## src/rtl/uut_harness_ctrl_if.sv

```systemverilog
// ============================================================================
// Module   : uut_harness_ctrl_if
// Purpose  : Signal bundle between the run controller and the unit under test.
// Revision : 1.0 - initial release
// ============================================================================
`default_nettype none

interface uut_harness_ctrl_if #(
    parameter int IN1_W = 80,
    parameter int IN2_W = 80,
    parameter int OUT_W = 64
);
    logic             rst_uut;
    logic [IN1_W-1:0] in1_uut;
    logic [IN2_W-1:0] in2_uut;
    logic             end_uut;
    logic [OUT_W-1:0] out_uut;

    modport master (
        output rst_uut, in1_uut, in2_uut,
        input  end_uut, out_uut
    );

    modport slave (
        input  rst_uut, in1_uut, in2_uut,
        output end_uut, out_uut
    );
endinterface

`default_nettype wire

```

## src/rtl/uut_harness_ctrl.sv

```systemverilog
// ============================================================================
// Module   : uut_harness_ctrl
// Purpose  : Latches operands, holds the UUT in reset, runs it, captures the
//            result and latency, flags timeouts, drives a 32-bit debug word.
//            Optional result comparator: define UUT_HARNESS_COMPARE_EN.
// Revision : 1.0 - initial release
// ============================================================================
`default_nettype none

module uut_harness_ctrl #(
    parameter int IN1_W      = 80,
    parameter int IN2_W      = 80,
    parameter int OUT_W      = 64,
    parameter int RST_CYCLES = 4,
    parameter int TIMEOUT    = 1048576
) (
    input  wire logic             clk,
    input  wire logic             rst,
    input  wire logic             start_i,
    input  wire logic [IN1_W-1:0] in1_i,
    input  wire logic [IN2_W-1:0] in2_i,
    input  wire logic [OUT_W-1:0] expected_i,
    uut_harness_ctrl_if.master    uut,
    output logic      [OUT_W-1:0] result_o,
    output logic      [31:0]      cycles_o,
    output logic                  busy_o,
    output logic                  done_o,
    output logic                  pass_o,
    output logic                  timeout_o,
    output logic      [15:0]      run_cnt_o,
    input  wire logic [1:0]       sw_debug,
    output logic      [31:0]      debug
);

    typedef enum logic [1:0] {
        ST_IDLE = 2'd0,
        ST_LOAD = 2'd1,
        ST_RUN  = 2'd2,
        ST_DONE = 2'd3
    } state_t;

    localparam int          LDW         = (RST_CYCLES > 1) ? $clog2(RST_CYCLES) : 1;
    localparam logic [LDW-1:0] c_load_last = LDW'(RST_CYCLES - 1);
    localparam logic [31:0] c_timeout   = 32'(TIMEOUT);

    state_t           r_state;
    state_t           w_state_nxt;
    logic [LDW-1:0]   r_load_cnt;
    logic [31:0]      r_run_k;
    logic             r_rst_uut;
    logic [IN1_W-1:0] r_in1;
    logic [IN2_W-1:0] r_in2;
    logic [OUT_W-1:0] r_result;
    logic [31:0]      r_cycles;
    logic             r_busy;
    logic             r_done;
    logic             r_timeout;
    logic [15:0]      r_run_cnt;
    logic [31:0]      r_debug;
    logic             w_pass;
    logic             w_start_ok;
    logic             w_end;
    logic             w_tmo;
    logic [31:0]      w_res_lo;
    logic [31:0]      w_res_hi;

`ifdef UUT_HARNESS_COMPARE_EN
    logic [OUT_W-1:0] r_expected;
    logic             r_pass;
    assign w_pass = r_pass;
`else
    assign w_pass = 1'b0;
`endif

    assign w_start_ok = start_i && ((r_state == ST_IDLE) || (r_state == ST_DONE));
    assign w_end      = (r_state == ST_RUN) && uut.end_uut;
    // A completion on the very cycle the limit is reached still counts as success.
    assign w_tmo      = (r_state == ST_RUN) && !uut.end_uut && (r_run_k == c_timeout);

    always_comb begin
        w_state_nxt = r_state;
        case (r_state)
            ST_IDLE, ST_DONE: if (w_start_ok)                 w_state_nxt = ST_LOAD;
            ST_LOAD:          if (r_load_cnt == c_load_last)  w_state_nxt = ST_RUN;
            ST_RUN:           if (w_end || w_tmo)             w_state_nxt = ST_DONE;
            default:                                          w_state_nxt = ST_IDLE;
        endcase
    end

    always_ff @(posedge clk or posedge rst) begin
        if (rst) begin
            r_state    <= ST_IDLE;
            r_load_cnt <= '0;
            r_run_k    <= '0;
            r_rst_uut  <= 1'b1;
            r_in1      <= '0;
            r_in2      <= '0;
            r_result   <= '0;
            r_cycles   <= '0;
            r_busy     <= 1'b0;
            r_done     <= 1'b0;
            r_timeout  <= 1'b0;
            r_run_cnt  <= '0;
`ifdef UUT_HARNESS_COMPARE_EN
            r_expected <= '0;
            r_pass     <= 1'b0;
`endif
        end else begin
            r_state   <= w_state_nxt;
            r_rst_uut <= (w_state_nxt != ST_RUN);
            r_busy    <= (w_state_nxt == ST_LOAD) || (w_state_nxt == ST_RUN);
            r_done    <= (w_state_nxt == ST_DONE);

            if (w_start_ok) begin
                r_in1      <= in1_i;
                r_in2      <= in2_i;
                r_result   <= '0;
                r_cycles   <= '0;
                r_timeout  <= 1'b0;
                r_load_cnt <= '0;
`ifdef UUT_HARNESS_COMPARE_EN
                r_expected <= expected_i;
                r_pass     <= 1'b0;
`endif
            end

            if (r_state == ST_LOAD) begin
                r_load_cnt <= r_load_cnt + LDW'(1);
                r_run_k    <= 32'd1;
            end

            if (r_state == ST_RUN) begin
                if (w_end) begin
                    r_result  <= uut.out_uut;
                    r_cycles  <= r_run_k;
                    r_run_cnt <= r_run_cnt + 16'd1;
`ifdef UUT_HARNESS_COMPARE_EN
                    r_pass    <= (uut.out_uut == r_expected);
`endif
                end else if (w_tmo) begin
                    r_timeout <= 1'b1;
                    r_result  <= '0;
                    r_cycles  <= c_timeout;
                    r_run_cnt <= r_run_cnt + 16'd1;
                end else begin
                    r_run_k   <= r_run_k + 32'd1;
                end
            end
        end
    end

    generate
        if (OUT_W >= 32) begin : g_lo_full
            assign w_res_lo = r_result[31:0];
        end else begin : g_lo_ext
            assign w_res_lo = {{(32-OUT_W){1'b0}}, r_result};
        end

        if (OUT_W >= 64) begin : g_hi_full
            assign w_res_hi = r_result[63:32];
        end else if (OUT_W > 32) begin : g_hi_ext
            assign w_res_hi = {{(64-OUT_W){1'b0}}, r_result[OUT_W-1:32]};
        end else begin : g_hi_zero
            assign w_res_hi = '0;
        end
    endgenerate

    always_ff @(posedge clk or posedge rst) begin
        if (rst) begin
            r_debug <= '0;
        end else begin
            case (sw_debug)
                2'b00:   r_debug <= w_res_lo;
                2'b01:   r_debug <= w_res_hi;
                2'b10:   r_debug <= r_cycles;
                default: r_debug <= {r_run_cnt, 12'h000, r_timeout, w_pass, r_done, r_busy};
            endcase
        end
    end

    assign uut.rst_uut = r_rst_uut;
    assign uut.in1_uut = r_in1;
    assign uut.in2_uut = r_in2;
    assign result_o    = r_result;
    assign cycles_o    = r_cycles;
    assign busy_o      = r_busy;
    assign done_o      = r_done;
    assign pass_o      = w_pass;
    assign timeout_o   = r_timeout;
    assign run_cnt_o   = r_run_cnt;
    assign debug       = r_debug;

endmodule

`default_nettype wire

```

## src/flat_wrapper.sv

```systemverilog
// flat-port wrapper written by rule: the top's interface ports become plain ports
module uut_harness_ctrl_flat 
#(
    parameter int IN1_W      = 80,
    parameter int IN2_W      = 80,
    parameter int OUT_W      = 64,
    parameter int RST_CYCLES = 4,
    parameter int TIMEOUT    = 1048576
)
  (clk, rst, start_i, in1_i, in2_i, expected_i, result_o, cycles_o, busy_o, done_o, pass_o, timeout_o, run_cnt_o, sw_debug, debug, uut_rst_uut, uut_in1_uut, uut_in2_uut, uut_end_uut, uut_out_uut);
  uut_harness_ctrl_if #(.IN1_W(IN1_W), .IN2_W(IN2_W), .OUT_W(OUT_W)) uut_i ();
  input  wire logic clk;
  input  wire logic rst;
  input  wire logic start_i;
  input  wire logic [IN1_W-1:0] in1_i;
  input  wire logic [IN2_W-1:0] in2_i;
  input  wire logic [OUT_W-1:0] expected_i;
  output logic      [OUT_W-1:0] result_o;
  output logic      [31:0] cycles_o;
  output logic busy_o;
  output logic done_o;
  output logic pass_o;
  output logic timeout_o;
  output logic      [15:0] run_cnt_o;
  input  wire logic [1:0] sw_debug;
  output logic      [31:0] debug;
  output wire logic [$bits(uut_i.rst_uut)-1:0] uut_rst_uut;
  output wire logic [$bits(uut_i.in1_uut)-1:0] uut_in1_uut;
  output wire logic [$bits(uut_i.in2_uut)-1:0] uut_in2_uut;
  input wire logic [$bits(uut_i.end_uut)-1:0] uut_end_uut;
  input wire logic [$bits(uut_i.out_uut)-1:0] uut_out_uut;
  assign uut_rst_uut = uut_i.rst_uut;
  assign uut_in1_uut = uut_i.in1_uut;
  assign uut_in2_uut = uut_i.in2_uut;
  assign uut_i.end_uut = uut_end_uut;
  assign uut_i.out_uut = uut_out_uut;
  uut_harness_ctrl #(.IN1_W(IN1_W), .IN2_W(IN2_W), .OUT_W(OUT_W), .RST_CYCLES(RST_CYCLES), .TIMEOUT(TIMEOUT)) u_core (.clk(clk), .rst(rst), .start_i(start_i), .in1_i(in1_i), .in2_i(in2_i), .expected_i(expected_i), .uut(uut_i), .result_o(result_o), .cycles_o(cycles_o), .busy_o(busy_o), .done_o(done_o), .pass_o(pass_o), .timeout_o(timeout_o), .run_cnt_o(run_cnt_o), .sw_debug(sw_debug), .debug(debug));
endmodule
```

## config.mk

```make
export PLATFORM = sky130hd
export DESIGN_NAME = uut_harness_ctrl_flat
export DESIGN_NICKNAME = d
export VERILOG_FILES = /design/src/rtl/uut_harness_ctrl_if.sv /design/src/rtl/uut_harness_ctrl.sv /design/src/flat_wrapper.sv
export SDC_FILE = /design/constraint.sdc
export NUM_CORES = 1
export LEC_CHECK = 0
export ABC_AREA = 1
export BUFFER_PORTS_ARGS = -buffer_cell sky130_fd_sc_hd__buf_2
export CAP_MARGIN = 25
export CORE_AREA = 2 2 236 238
export CTS_CLUSTER_SIZE = 25
export DETAILED_ROUTE_END_ITERATION = 10
export DIE_AREA = 0 0 238 240
export SLEW_MARGIN = 10
export SYNTH_ARGS = -nofsm -noshare
export SYNTH_HDL_FRONTEND = slang
export SYNTH_SLANG_ARGS = --single-unit
```

## constraint.sdc

```tcl
create_clock -name clk -period 10.6 [get_ports clk]
set_input_delay 1.59 -clock clk [delete_from_list [all_inputs] [get_ports clk]]
set_output_delay 1.59 -clock clk [all_outputs]
set_load 0.05 [all_outputs]
```

After elaboration in Yosys (flattened, before gate mapping)

Index checks and enable logic that the tools add are counted.

Input port bits: 294
Register bits after elaboration: 344
Logic and storage cells: 66
Output and inout bits: 309

Add/sub/neg operators: 3
Muxes and demuxes: 25
Reductions and logical operators: 14
Equal/unequal tests: 11

Operators by type and width:

| kind                                            | number |
|---|---|
| 2-to-1 mux 32 bit                               | 8 |
| 2-to-1 mux 64 bit                               | 4 |
| case mux 32 bit (3 select lines)                | 1 |
| adder 32 x 1 -> 32 bit, second input constant   | 1 |
| == test 32 x 21 -> 1 bit, second input constant | 1 |
| 2-to-1 mux 16 bit                               | 2 |
| adder 16 x 1 -> 16 bit, second input constant   | 1 |
| == test 2 bit, second input constant            | 6 |
| 2-to-1 mux 2 bit                                | 5 |
| == test 2 x 1 -> 1 bit, second input constant   | 3 |
| case mux 2 bit (3 select lines)                 | 1 |
| logical AND 1 bit                               | 4 |
| logical NOT 2 bit                               | 2 |
| 2-to-1 mux 1 bit                                | 4 |
| nonzero test 2 bit                              | 2 |
| logical OR 1 bit                                | 3 |
| adder 2 x 1 -> 2 bit, second input constant     | 1 |
| != test 2 bit, second input constant            | 1 |
| AND reduction 2 bit                             | 1 |
| OR reduction 2 bit                              | 1 |
| logical NOT 1 bit                               | 1 |

Logic depth before layout (Yosys ltp)

Gate-level depths: netlist (run 1).

Word-level depth: 8
Mapped depth: 14
Gate-level depth less buffers: 11

Least setup slack after synthesis (run 1)

OpenSTA, ideal clock, no wires.

Kind: input-to-reg
Start: input uut_end_uut
End: register u_core.r_result[19] (netlist: u_core.result_o[19])
Buffers on the path: 2
Stages on the path: 10
Setup slack: 7899 ps
Required time: 10481 ps
Library setup time: 119 ps
Data arrival time: 2582 ps
Path through: nor2_8 -> nand3_2 -> nor2_2 -> nand3_4 -> nand2_4 -> nor2_4 -> buf_6 -> buf_6 -> nand2_1 -> nand2_1

Longest elaborated chain between the ends: 6
Elaborated cells on any way between the ends: 7

Ends and longest elaborated chain:

| what                           | RTL line                | source |
|---|---|---|
| start: declaration             | flat_wrapper.sv:30      | `input wire logic [$bits(uut_i.end_uut)-1:0] uut_end_uut;` |
| logical NOT 1 bit              | uut_harness_ctrl.sv:78  | `assign w_tmo = (r_state == ST_RUN) && !uut.end_uut && (r_run_k == c_timeout);` |
| logical AND 1 bit (2 in a row) | uut_harness_ctrl.sv:78  |  |
| 2-to-1 mux 64 bit              | uut_harness_ctrl.sv:140 | `end else if (w_tmo) begin` |
| 2-to-1 mux 64 bit (*)          | uut_harness_ctrl.sv:133 | `if (w_end) begin` |
| 2-to-1 mux 64 bit (*)          | uut_harness_ctrl.sv:132 | `if (r_state == ST_RUN) begin` |
| end signal: assignment         | uut_harness_ctrl.sv:134 | `r_result <= uut.out_uut;` |
| end: declaration               | uut_harness_ctrl.sv:53  | `logic [OUT_W-1:0] r_result;` |

Every way passes the cells marked *; elsewhere a longest branch is shown, timed or not.
A chain may end at the register's enable or synchronous reset.

Worst setup path after layout (run 1)

Start: register u_core.r_state[0]
End: register u_core.r_cycles[8] (netlist: u_core.cycles_o[8])

Longest elaborated chain between the ends: 7
Elaborated cells on any way between the ends: 12

Ends and longest elaborated chain:

| what                                               | RTL line                | source |
|---|---|---|
| start: declaration                                 | uut_harness_ctrl.sv:46  | `state_t r_state;` |
| start signal: assignment                           | uut_harness_ctrl.sv:109 | `r_state <= w_state_nxt;` |
| == test 2 bit or logical NOT 2 bit (tied branches) | uut_harness_ctrl.sv:75  | `assign w_start_ok = start_i && ((r_state == ST_IDLE) \|\| (r_state == ST_DONE));` |
| logical OR 1 bit                                   | uut_harness_ctrl.sv:75  |  |
| logical AND 1 bit                                  | uut_harness_ctrl.sv:75  |  |
| 2-to-1 mux 32 bit                                  | uut_harness_ctrl.sv:114 | `if (w_start_ok) begin` |
| 2-to-1 mux 32 bit                                  | uut_harness_ctrl.sv:140 |  |
| 2-to-1 mux 32 bit                                  | uut_harness_ctrl.sv:133 |  |
| 2-to-1 mux 32 bit (*)                              | uut_harness_ctrl.sv:132 |  |
| end signal: assignment                             | uut_harness_ctrl.sv:135 | `r_cycles <= r_run_k;` |
| end signal: assignment                             | uut_harness_ctrl.sv:143 | `r_cycles <= c_timeout;` |
| end: declaration                                   | uut_harness_ctrl.sv:54  | `logic [31:0] r_cycles;` |

Marked as above.

==> flow_summary.json, run 1 <==
{
  "status": "completed",
  "hold_buffers": 0,
  "synth.area.top_cells": "dfrtp_1, nand2_1, nand3_1",
  "ys_seq_area_frac": 0.583,
  "first_iter_violations": 677,
  "critical_path_class": "reg2reg",
  "area_delta_synth_final_pct": 31.6,
  "clock_sinks": 344,
  "netlist_instances": 1799,
  "cp-start-kind": "flip-flop",
  "route.met3.wl_mm": 3.65,
  "min_path_type": "reg2reg",
  "die_x_um": 238,
  "cts_resized": 0,
  "grt_max_degree": 172,
  "cts_made_buffers": 41,
  "drc": 0,
  "min_from": "u_core.uut.in2_uut[27]",
  "worst_slack_ps": 6970,
  "path_cells": "inv_1 > ha_1 > inv_2 > nor2_8 > nand3_2 > nor2_2 > nand3_4 > nand2_4 > nor2_4 > buf_4 > nand2_1 > o21ai_0",
  "layout-drive-gt1-share": 0.271,
  "fillers": 5671,
  "h-tree-depth": 2,
  "power_density_nw_per_um2": 348,
  "dr_wl_met2_mm": 23.2,
  "wl_per_cell_um": 15.5,
  "nNetsFinal": 2612,
  "synth_area_per_cell_um2": 8.20,
  "ys_types": 36,
  "netlist_area_um2": 14800,
  "crit_path_end_kind": "flip-flop",
  "die_h_um": 240,
  "synth_top_family_by_area": "simple AND/OR/NAND/NOR gates",
  "clk_path_buf_depth": 3,
  "clock_latency_ps": 540,
  "hold_violations": 0,
  "worstPathMaxFanout": 83,
  "place_inst": 2969,
  "maxCapViolations": 0,
  "syn_nets": 2102,
  "final_util": 0.355,
  "cts.reportedPaths.clkPinSlew_ps": 60,
  "r2r_start": "u_core.r_state[0]",
  "instances_no_fill": 3042,
  "critPathBufInv": 3,
  "synth_fa_ha_area_frac": 0.00763,
  "crit_slowest_cell": "ha_1",
  "vias_per_cell": 4.47,
  "relSlewSlack": 0.360,
  "yosys.area_share.simple": 0.310,
  "crit_arrival_ps": 4040,
  "finalSetupTns_ps": 0,
  "place_ws_ps": 6410,
  "globalplace.congestion": 0.941,
  "cp.required_ps": 11010,
  "worst_pin_slew_ps": 960,
  "max_freq_ghz": 0.275,
  "worst_path_largest_cell_delay_ps": 810,
  "coreArea_um2": 54700,
  "synth_seq_cells": 344,
  "finalMaxSlewViolations": 0,
  "grt.total_usage": 0.162,
  "met1Wirelength_mm": 19.0,
  "synth_compound_area_frac": 0.0374,
  "crit_family": "simple AND/OR/NAND/NOR gates",
  "synth_mux_area_frac": 0,
  "rsz0062_at_grt": "false",
  "grt_overflow": 0,
  "ioPinCount": 603,
  "netlist.area_leader.share": 0.582,
  "startpoint": "u_core.r_state[0]",
  "setup_viol": 0,
  "worst_hold_slack_ps": 473,
  "r2r_setup_slack_ps": 6970,
  "hpwl_mm": 34.1,
  "max-vdd-ir-drop_mv": 0.230,
  "leakagePower_nw": 10.9,
  "vias": 13600,
  "first_global_vias": 13500,
  "start_util": 0.270,
  "synth_xor_area_frac": 0.0160,
  "io_buffers": 537,
  "drt_wl_total_mm": 47.3,
  "dr.pass1.iters": 5,
  "die_area_um2": 57100,
  "ant_nets": 0,
  "post_cts_buffers": 0,
  "yosys_warnings": 0,
  "clock_skew_ps": 21.5,
  "row_count": 86,
  "period_minus_slack_ps": 3630,
  "grt_pass1_wl_mm": 73.9,
  "yosysTopAreaCell": "dfrtp_1",
  "antenna_found_initial": 4,
  "top_layer": "met5",
  "cts-root-buf": "clkbuf_16",
  "cts_tree": "yes",
  "finalCritPeriodShare": 0.343
}
sequential cells by signal (all words and copies together) (netlist names), 16 cells and up:
signal,flops
u_core.r_run_k,32
u_core.uut.in1_uut,80
u_core.run_cnt_o,16
u_core.cycles_o,32
u_core.uut.in2_uut,80
u_core.result_o,64
u_core.debug,32
routing by layer:
layer  vias to the layer above  global-route usage
li1                       6593                   -
met1                      6391               0.195
met2                       519               0.279
met3                        82              0.0444
met4                         2              0.0557
met5                         -                   0
final cells by class:
type,instances,area [um2],share of cell area
tap,704,881,0.0453
antenna,1,2.50,0.000129
inverter,76,292,0.0150
timing repair buffer,551,2820,0.145
clock inverter,11,119,0.00612
sequential,344,8610,0.443
multi-input combinational,1295,5500,0.283
clock buffer,60,1210,0.0622
kinds of logic after synthesis:
| kind of cell | count (synthesis) |
|---|---|
| buf+inv | 160 |
| xor+xnor | 27 |
| flops | 344 |
| fa+ha+maj | 9 |
| other cells | 1 |
| compound gates | 98 |
| simple gates | 1160 |
cell usage in the layout, fill, tap and decap left out, types with 12 or more instances in the layout:
cell type	synthesis	final
o21ai_1	12	12
dfrtp_1	343	343
nor2_1	74	72
buf_4	2	12
nand3_1	81	81
o21ai_0	55	55
a21oi_1	14	14
xor2_1	25	25
nand2_1	970	969
clkbuf_16	0	42
inv_1	67	66
nand4_1	15	15
buf_2	12	537
synthesized netlist by cell type (all sizes together):
master / n
nand2: 972
dfrtp: 343
nand3: 83
nor2: 77
inv: 75
o21ai: 67
clkbuf: 62
xor2: 25
buf: 22
nand4: 15
a21oi: 14
a22o: 9
ha: 9
nor3: 9
o2111ai: 7
nor4: 2
xnor2: 2
clkinv: 1
conb: 1
dfstp: 1
nand3b: 1
nor3b: 1
o22ai: 1
where the power goes:
| part | total (mW) | switching (mW) | internal [mW] |
|---|---|---|---|
| clock network | 1.39 | 0.556 | 0.836 |
| logic | 3.28 | 2.62 | 0.661 |
| registers | 2.09 | 0.307 | 1.78 |
| total | 6.77 | 3.49 | 3.28 |
worst min-delay path: cells and delay by family, from the launching register on:
family / cells / cell delay [ps]
flops: 1 / 340
simple gates: 2 / 100
worst paths after layout:
| path | endpoint | cells after the start |
|---|---|---|
| min in group asynchronous | u_core.uut.in2_uut[60] | 2 |
| worst min-delay path | u_core.uut.in2_uut[27] | 2 |
| worst max-delay path | u_core.cycles_o[8] | 12 |
| worst max register to register | u_core.cycles_o[8] | 12 |
| worst min register to register | u_core.uut.in2_uut[27] | 2 |
| max in group asynchronous | u_core.cycles_o[11] | 5 |
per-stage QoR:
step | power (mW) | cell area [um2]
after floorplan | 4.54 | 14800
after global placement | 5.36 | 18100
after detailed placement | 5.42 | 18100
after CTS | 6.85 | 19400
after global routing | 7.17 | 19400
final | 6.77 | 19400
Note: power is estimated with default switching activity, not from simulation.
==> run 2: changes to the inputs <==
--- a/config.mk
+++ b/config.mk
@@ -5,13 +5,13 @@
 export SDC_FILE = /design/constraint.sdc
 export NUM_CORES = 1
 export LEC_CHECK = 0
-export ABC_AREA = 1
+export ABC_AREA = 0
 export BUFFER_PORTS_ARGS = -buffer_cell sky130_fd_sc_hd__buf_2
 export CAP_MARGIN = 25
-export CORE_AREA = 2 2 236 238
+export CORE_AREA = 2 2 237 239
 export CTS_CLUSTER_SIZE = 25
 export DETAILED_ROUTE_END_ITERATION = 10
-export DIE_AREA = 0 0 238 240
+export DIE_AREA = 0 0 239 241
 export SLEW_MARGIN = 10
 export SYNTH_ARGS = -nofsm -noshare
 export SYNTH_HDL_FRONTEND = slang
==> constraint.sdc (replaced) <==
create_clock -name clk -period 3.2 [get_ports clk]
set_input_delay 0.48 -clock clk [delete_from_list [all_inputs] [get_ports clk]]
set_output_delay 0.48 -clock clk [all_outputs]
set_load 0.05 [all_outputs]
==> run 2 against run 1 <==
Combinational power increased to 3.0 times the previous value; via count is 24% lower; hold slack worse by 340 ps; largest power group unchanged.
==> flow_summary.json, run 2 <==
{
  "max-vdd-ir-drop_mv": 0.697,
  "netlist.area_leader.share": 0.623,
  "clock_skew_ps": 24.8,
  "crit_arrival_ps": 3290,
  "die_h_um": 241,
  "vias_per_cell": 4.62,
  "startpoint": "u_core.r_run_k[1]",
  "first_global_vias": 10300,
  "grt.total_usage": 0.141,
  "worstPathMaxFanout": 95,
  "clk_path_buf_depth": 3,
  "post_cts_buffers": 0,
  "hold_violations": 0,
  "relSlewSlack": 0.407,
  "finalMaxSlewViolations": 0,
  "coreArea_um2": 54900,
  "synth_commonest_cells": "dfrtp_1, mux2_2, a22o_1",
  "synth_edf_count": 0,
  "ys_async_sr_fraction": 1.00,
  "dr.pass1.iters": 5,
  "maxCapViolations": 0,
  "crit_top_cell": "buf_12",
  "setup_viol": 0,
  "leakagePower_nw": 9.44,
  "hpwl_mm": 31.6,
  "status": "completed",
  "io_buffers": 537,
  "crit_path_end_kind": "flip-flop",
  "die_area_um2": 57600,
  "wl_per_cell_um": 19.2,
  "r2r_start": "u_core.r_run_k[1]",
  "vias": 10400,
  "yosys_warnings": 0,
  "grt_max_degree": 96,
  "row_count": 86,
  "worst_path_largest_cell_delay_ps": 490,
  "nNetsFinal": 1808,
  "grt_overflow": 0,
  "synth_seq_cells": 344,
  "path_cells": "inv_1 > ha_1 > nor4b_1 > nand4_1 > o41ai_4 > buf_12 > a21oi_4 > buf_12 > a22o_1",
  "antenna_found_initial": 4,
  "ys_types": 50,
  "crit_slowest_cell": "o41ai_4",
  "finalCritPeriodShare": 0.893,
  "cp-start-kind": "flip-flop",
  "ant_nets": 0,
  "netlist_area_um2": 13800,
  "grt_pass1_wl_mm": 63.0,
  "area_delta_synth_final_pct": 36.1,
  "synth.area.top_cells": "dfrtp_1, mux2_2, a22o_1",
  "first_iter_violations": 554,
  "instances_no_fill": 2241,
  "holdPathStages": 2,
  "cts_resized": 0,
  "use_met2": 0.234,
  "cts-root-buf": "clkbuf_16",
  "endpoint": "u_core.result_o[8]",
  "synth_area_per_cell_um2": 14.3,
  "drc": 0,
  "ys_seq_area_frac": 0.625,
  "die_x_um": 239,
  "cts.reportedPaths.clkPinSlew_ps": 60,
  "synth_ff_type": "dfrtp_1",
  "cts_tree": "yes",
  "final_cell_mix": "buf_2, dfrtp_1, mux2_2, a22o_1, clkbuf_16",
  "layout-drive-gt1-share": 0.532,
  "min_path_type": "in2reg",
  "start_util": 0.251,
  "r2r_setup_slack_ps": 340,
  "r2r_cells": 9,
  "final_util": 0.342,
  "cts_made_buffers": 40,
  "max_freq_ghz": 0.350,
  "yosysTopAreaCell": "dfrtp_1",
  "hold_buffers": 1,
  "met3_usage": 0.0287,
  "clock_sinks": 344,
  "met1_usage": 0.183,
  "critical_path_class": "reg2reg",
  "h-tree-depth": 2,
  "period_minus_slack_ps": 2860,
  "power_density_nw_per_um2": 1120,
  "power.total_mw": 21.0,
  "cp.required_ps": 3630,
  "ioPinCount": 603,
  "busiest_layer": "met2",
  "final_common_cell": "buf_2",
  "yosysMostFrequentCell": "dfrtp_1",
  "worst_pin_slew_ps": 889,
  "globalplace.congestion": 0.811,
  "timing.rr.end": "u_core.result_o[8]",
  "drt_wl_total_mm": 43.1,
  "clock_latency_ps": 570,
  "rsz0062_at_grt": "false",
  "place_inst": 2166,
  "netlist_instances": 965,
  "syn_nets": 1268
}
==> run 2: cell type report <==
type                       count  area, um2
fill                        5473      36100
clock inverter                16        219
timing repair buffer         563       2970
multi-input combinational    546       4870
inverter                      10       41.3
tap                          704        881
clock buffer                  56       1160
sequential                   344       8610
antenna                        2       5.00
==> run 2: power breakdown <==
group | internal, mW | total [mW] | switching (mW)
sequential | 5.73 | 6.50 | 0.772
clock | 2.81 | 4.74 | 1.93
combinational | 2.70 | 9.74 | 7.04
==> run 2: per-stage QoR <==
stage                     worst slack [ps]  hold slack, ps  instance area [um2]  TNS (ps)
final                                  344             136                18800         0
after global placement                 442             470                17400         0
after CTS                              313            86.7                18800         0
after detailed placement               323             487                17400         0
after floorplan                      -1880             454                13800   -646040
after global routing                   149             114                18800         0
==> run 2: how the worst min path moves through the flow <==
stage,from,end
final,uut_out_uut[43],u_core.result_o[43]
after CTS,uut_out_uut[43],u_core.result_o[43]
after global placement,u_core.r_load_cnt[0],u_core.r_load_cnt[0]
after detailed placement,u_core.uut.in1_uut[70],u_core.uut.in1_uut[70]
after global routing,uut_out_uut[46],u_core.result_o[46]
after floorplan,u_core.r_load_cnt[0],u_core.r_load_cnt[0]
==> run 2: logic make-up (layout without fill, tap and decap cells) <==
kind of cell | count (synthesis) | in the layout | share of synthesized area
buf+inv | 75 | 645 | 0.0241
other cells | 1 | 3 | 0.000272
mux | 201 | 201 | 0.178
simple gates | 158 | 158 | 0.0595
xor+xnor | 21 | 21 | 0.0133
fa+ha+maj | 9 | 9 | 0.00817
compound gates | 156 | 156 | 0.0920
flops | 344 | 344 | 0.625
==> run 2: worst max-delay path: cells and delay by family (launching register included) <==
family / cells / cell delay (ps)
flops: 1 / 480
compound gates: 3 / 790
buf+inv: 3 / 550
fa+ha+maj: 1 / 140
simple gates: 2 / 680
==> run 2: layer usage <==
layer,up-vias,share of wire
li1,4652,-
met1,5289,0.41
met2,349,0.50
met3,65,0.062
met4,2,0.023
met5,-,0.00019
==> run 3: changes to the inputs <==
--- a/config.mk
+++ b/config.mk
@@ -8,10 +8,11 @@
 export ABC_AREA = 0
 export BUFFER_PORTS_ARGS = -buffer_cell sky130_fd_sc_hd__buf_2
 export CAP_MARGIN = 25
-export CORE_AREA = 2 2 237 239
+export CORE_AREA = 4 4 230 232
+export CTS_BUF_LIST = sky130_fd_sc_hd__clkbuf_8
 export CTS_CLUSTER_SIZE = 25
 export DETAILED_ROUTE_END_ITERATION = 10
-export DIE_AREA = 0 0 239 241
+export DIE_AREA = 0 0 234 236
 export SLEW_MARGIN = 10
 export SYNTH_ARGS = -nofsm -noshare
 export SYNTH_HDL_FRONTEND = slang
==> run 3 against run 2 <==
Via count rose by 2.6%; die area fell by 4.1%; combinational power about the same; first-iteration DRC count decreased by 5.6%; wire length rose by 4.0%; critical path type unchanged; largest cell class unchanged.
==> flow_summary.json, run 3 (same netlist as run 2, synthesis figures left out) <==
{
  "finalMaxSlewViolations": 0,
  "grt_overflow": 0,
  "place_ws_ps": 508,
  "cts_made_buffers": 61,
  "worst_slack_ps": 473,
  "globalplace.congestion": 0.809,
  "r2r_start": "u_core.r_run_k[0]",
  "ioPinCount": 603,
  "r2r_setup_slack_ps": 470,
  "antenna_found_initial": 5,
  "coreArea_um2": 51000,
  "die_h_um": 236,
  "area_delta_synth_final_pct": 39.7,
  "final_util": 0.378,
  "crit_slowest_cell": "o311a_1",
  "worstPathMaxFanout": 18,
  "first_iter_violations": 523,
  "drt_wl_total_mm": 44.8,
  "period_minus_slack_ps": 2730,
  "min_path_type": "in2reg",
  "max_freq_ghz": 0.367,
  "path_cells": "inv_1 > ha_1 > nor4b_1 > nand4_1 > o311a_1 > buf_4 > and3_1 > a211o_1",
  "status": "completed",
  "cp.required_ps": 3740,
  "die_x_um": 234,
  "critPathBufInv": 2,
  "clock_skew_ps": 35.9,
  "crit_path_end_kind": "flip-flop",
  "vias": 10600,
  "timing.rr.end": "u_core.r_run_k[16]",
  "die_area_um2": 55200,
  "wl_per_cell_um": 19.4,
  "fillers": 4973,
  "crit_family": "compound AO/OA/AOI/OAI gates",
  "startpoint": "u_core.r_run_k[0]",
  "power.total_mw": 20.7,
  "io_buffers": 537,
  "final_common_cell": "buf_2",
  "row_count": 83,
  "clock_sinks": 344,
  "h-tree-depth": 2,
  "final_cell_mix": "buf_2, dfrtp_1, mux2_2, a22o_1, clkbuf_8",
  "first_global_vias": 11000,
  "cts-root-buf": "clkbuf_8",
  "finalCritPeriodShare": 0.852,
  "worst_pin_slew_ps": 918,
  "grt_pass1_wl_mm": 66.7,
  "ant_nets": 0,
  "start_util": 0.270,
  "hold_violations": 0,
  "worst_path_largest_cell_delay_ps": 580,
  "setup_viol": 0,
  "layout-drive-gt1-share": 0.519,
  "post_cts_buffers": 0,
  "dr.pass1.iters": 4,
  "cp-start-kind": "flip-flop",
  "crit_arrival_ps": 3270,
  "clk_path_buf_depth": 3,
  "drc": 0,
  "maxCapViolations": 0,
  "relSlewSlack": 0.388,
  "max-vdd-ir-drop_mv": 0.620,
  "rsz0062_at_grt": "false",
  "r2r_cells": 8,
  "cts.reportedPaths.clkPinSlew_ps": 60,
  "clock_latency_ps": 660,
  "grt.total_usage": 0.154,
  "leakagePower_nw": 9.75,
  "nNetsFinal": 1881,
  "endpoint": "u_core.r_run_k[16]",
  "power_density_nw_per_um2": 1080,
  "worst_hold_slack_ps": 68.7,
  "cts_tree": "yes",
  "critical_path_class": "reg2reg",
  "hpwl_mm": 32.0,
  "grt_max_degree": 98,
  "path_depth": 8,
  "vias_per_cell": 4.60,
  "finalSetupTns_ps": 0
}
-- run 3: cell types whose count changed in the layout (fill, tap and decap cells not counted), sizes merged --
cell         previous run  this run
clkbuf                 56        80
buf                   562       560
inv                    11        28
bufinv                  3         4
dlygate4sd3             1        55
-- run 3: power breakdown --
part | total, mW | internal [mW] | leakage (nW) | switching, mW
clock | 4.48 | 2.58 | 0.780 | 1.90
sequential | 6.49 | 5.73 | 4.41 | 0.760
combinational | 9.75 | 2.70 | 4.56 | 7.04
-- run 3: area by class of cell --
| class | count | area [um2] | area share |
|---|---|---|---|
| repair buffers | 615 | 3500 | 0.182 |
| clock inverters | 34 | 288 | 0.0149 |
| clock buffers | 80 | 1100 | 0.0572 |
| multi-input cells | 546 | 4870 | 0.253 |
| inverters | 10 | 41.3 | 0.00214 |
| well taps | 680 | 851 | 0.0442 |
| diodes | 2 | 5.00 | 0.000260 |
| flip-flops and latches | 344 | 8610 | 0.447 |
-- run 3: metal layers --
layer,up-vias,wire (um),track usage
li1,4810,-,-
met1,5326,17600,0.186
met2,391,22400,0.264
met3,97,3220,0.0400
met4,4,1610,0.0610
met5,-,21,0
-- run 3: worst min path at each step --
stage                                     from                     end  cells past startpoint
after floorplan           u_core.r_load_cnt[0]    u_core.r_load_cnt[0]                      1
after global placement    u_core.r_load_cnt[0]    u_core.r_load_cnt[0]                      1
after detailed placement  u_core.r_load_cnt[0]    u_core.r_load_cnt[0]                      1
after CTS                            in1_i[35]  u_core.uut.in1_uut[35]                      2
after global routing           uut_out_uut[44]     u_core.result_o[44]                      2
final                           uut_out_uut[6]      u_core.result_o[6]                      2
-- run 3: through the flow --
step	instance area, um2	cells
5_1_grt	19300	2311
2_1_floorplan	13800	965
6_report	19300	2311
4_1_cts	19300	2309
3_3_place_gp	17300	2140
3_5_place_dp	17300	2140
-- run 3: repair_timing --
| item | CTS | global route |
|---|---|---|
| endpoints found under the hold margin | 68 | 0 |
| resized for setup | 0 | 0 |
| hold buffers | 55 | 0 |
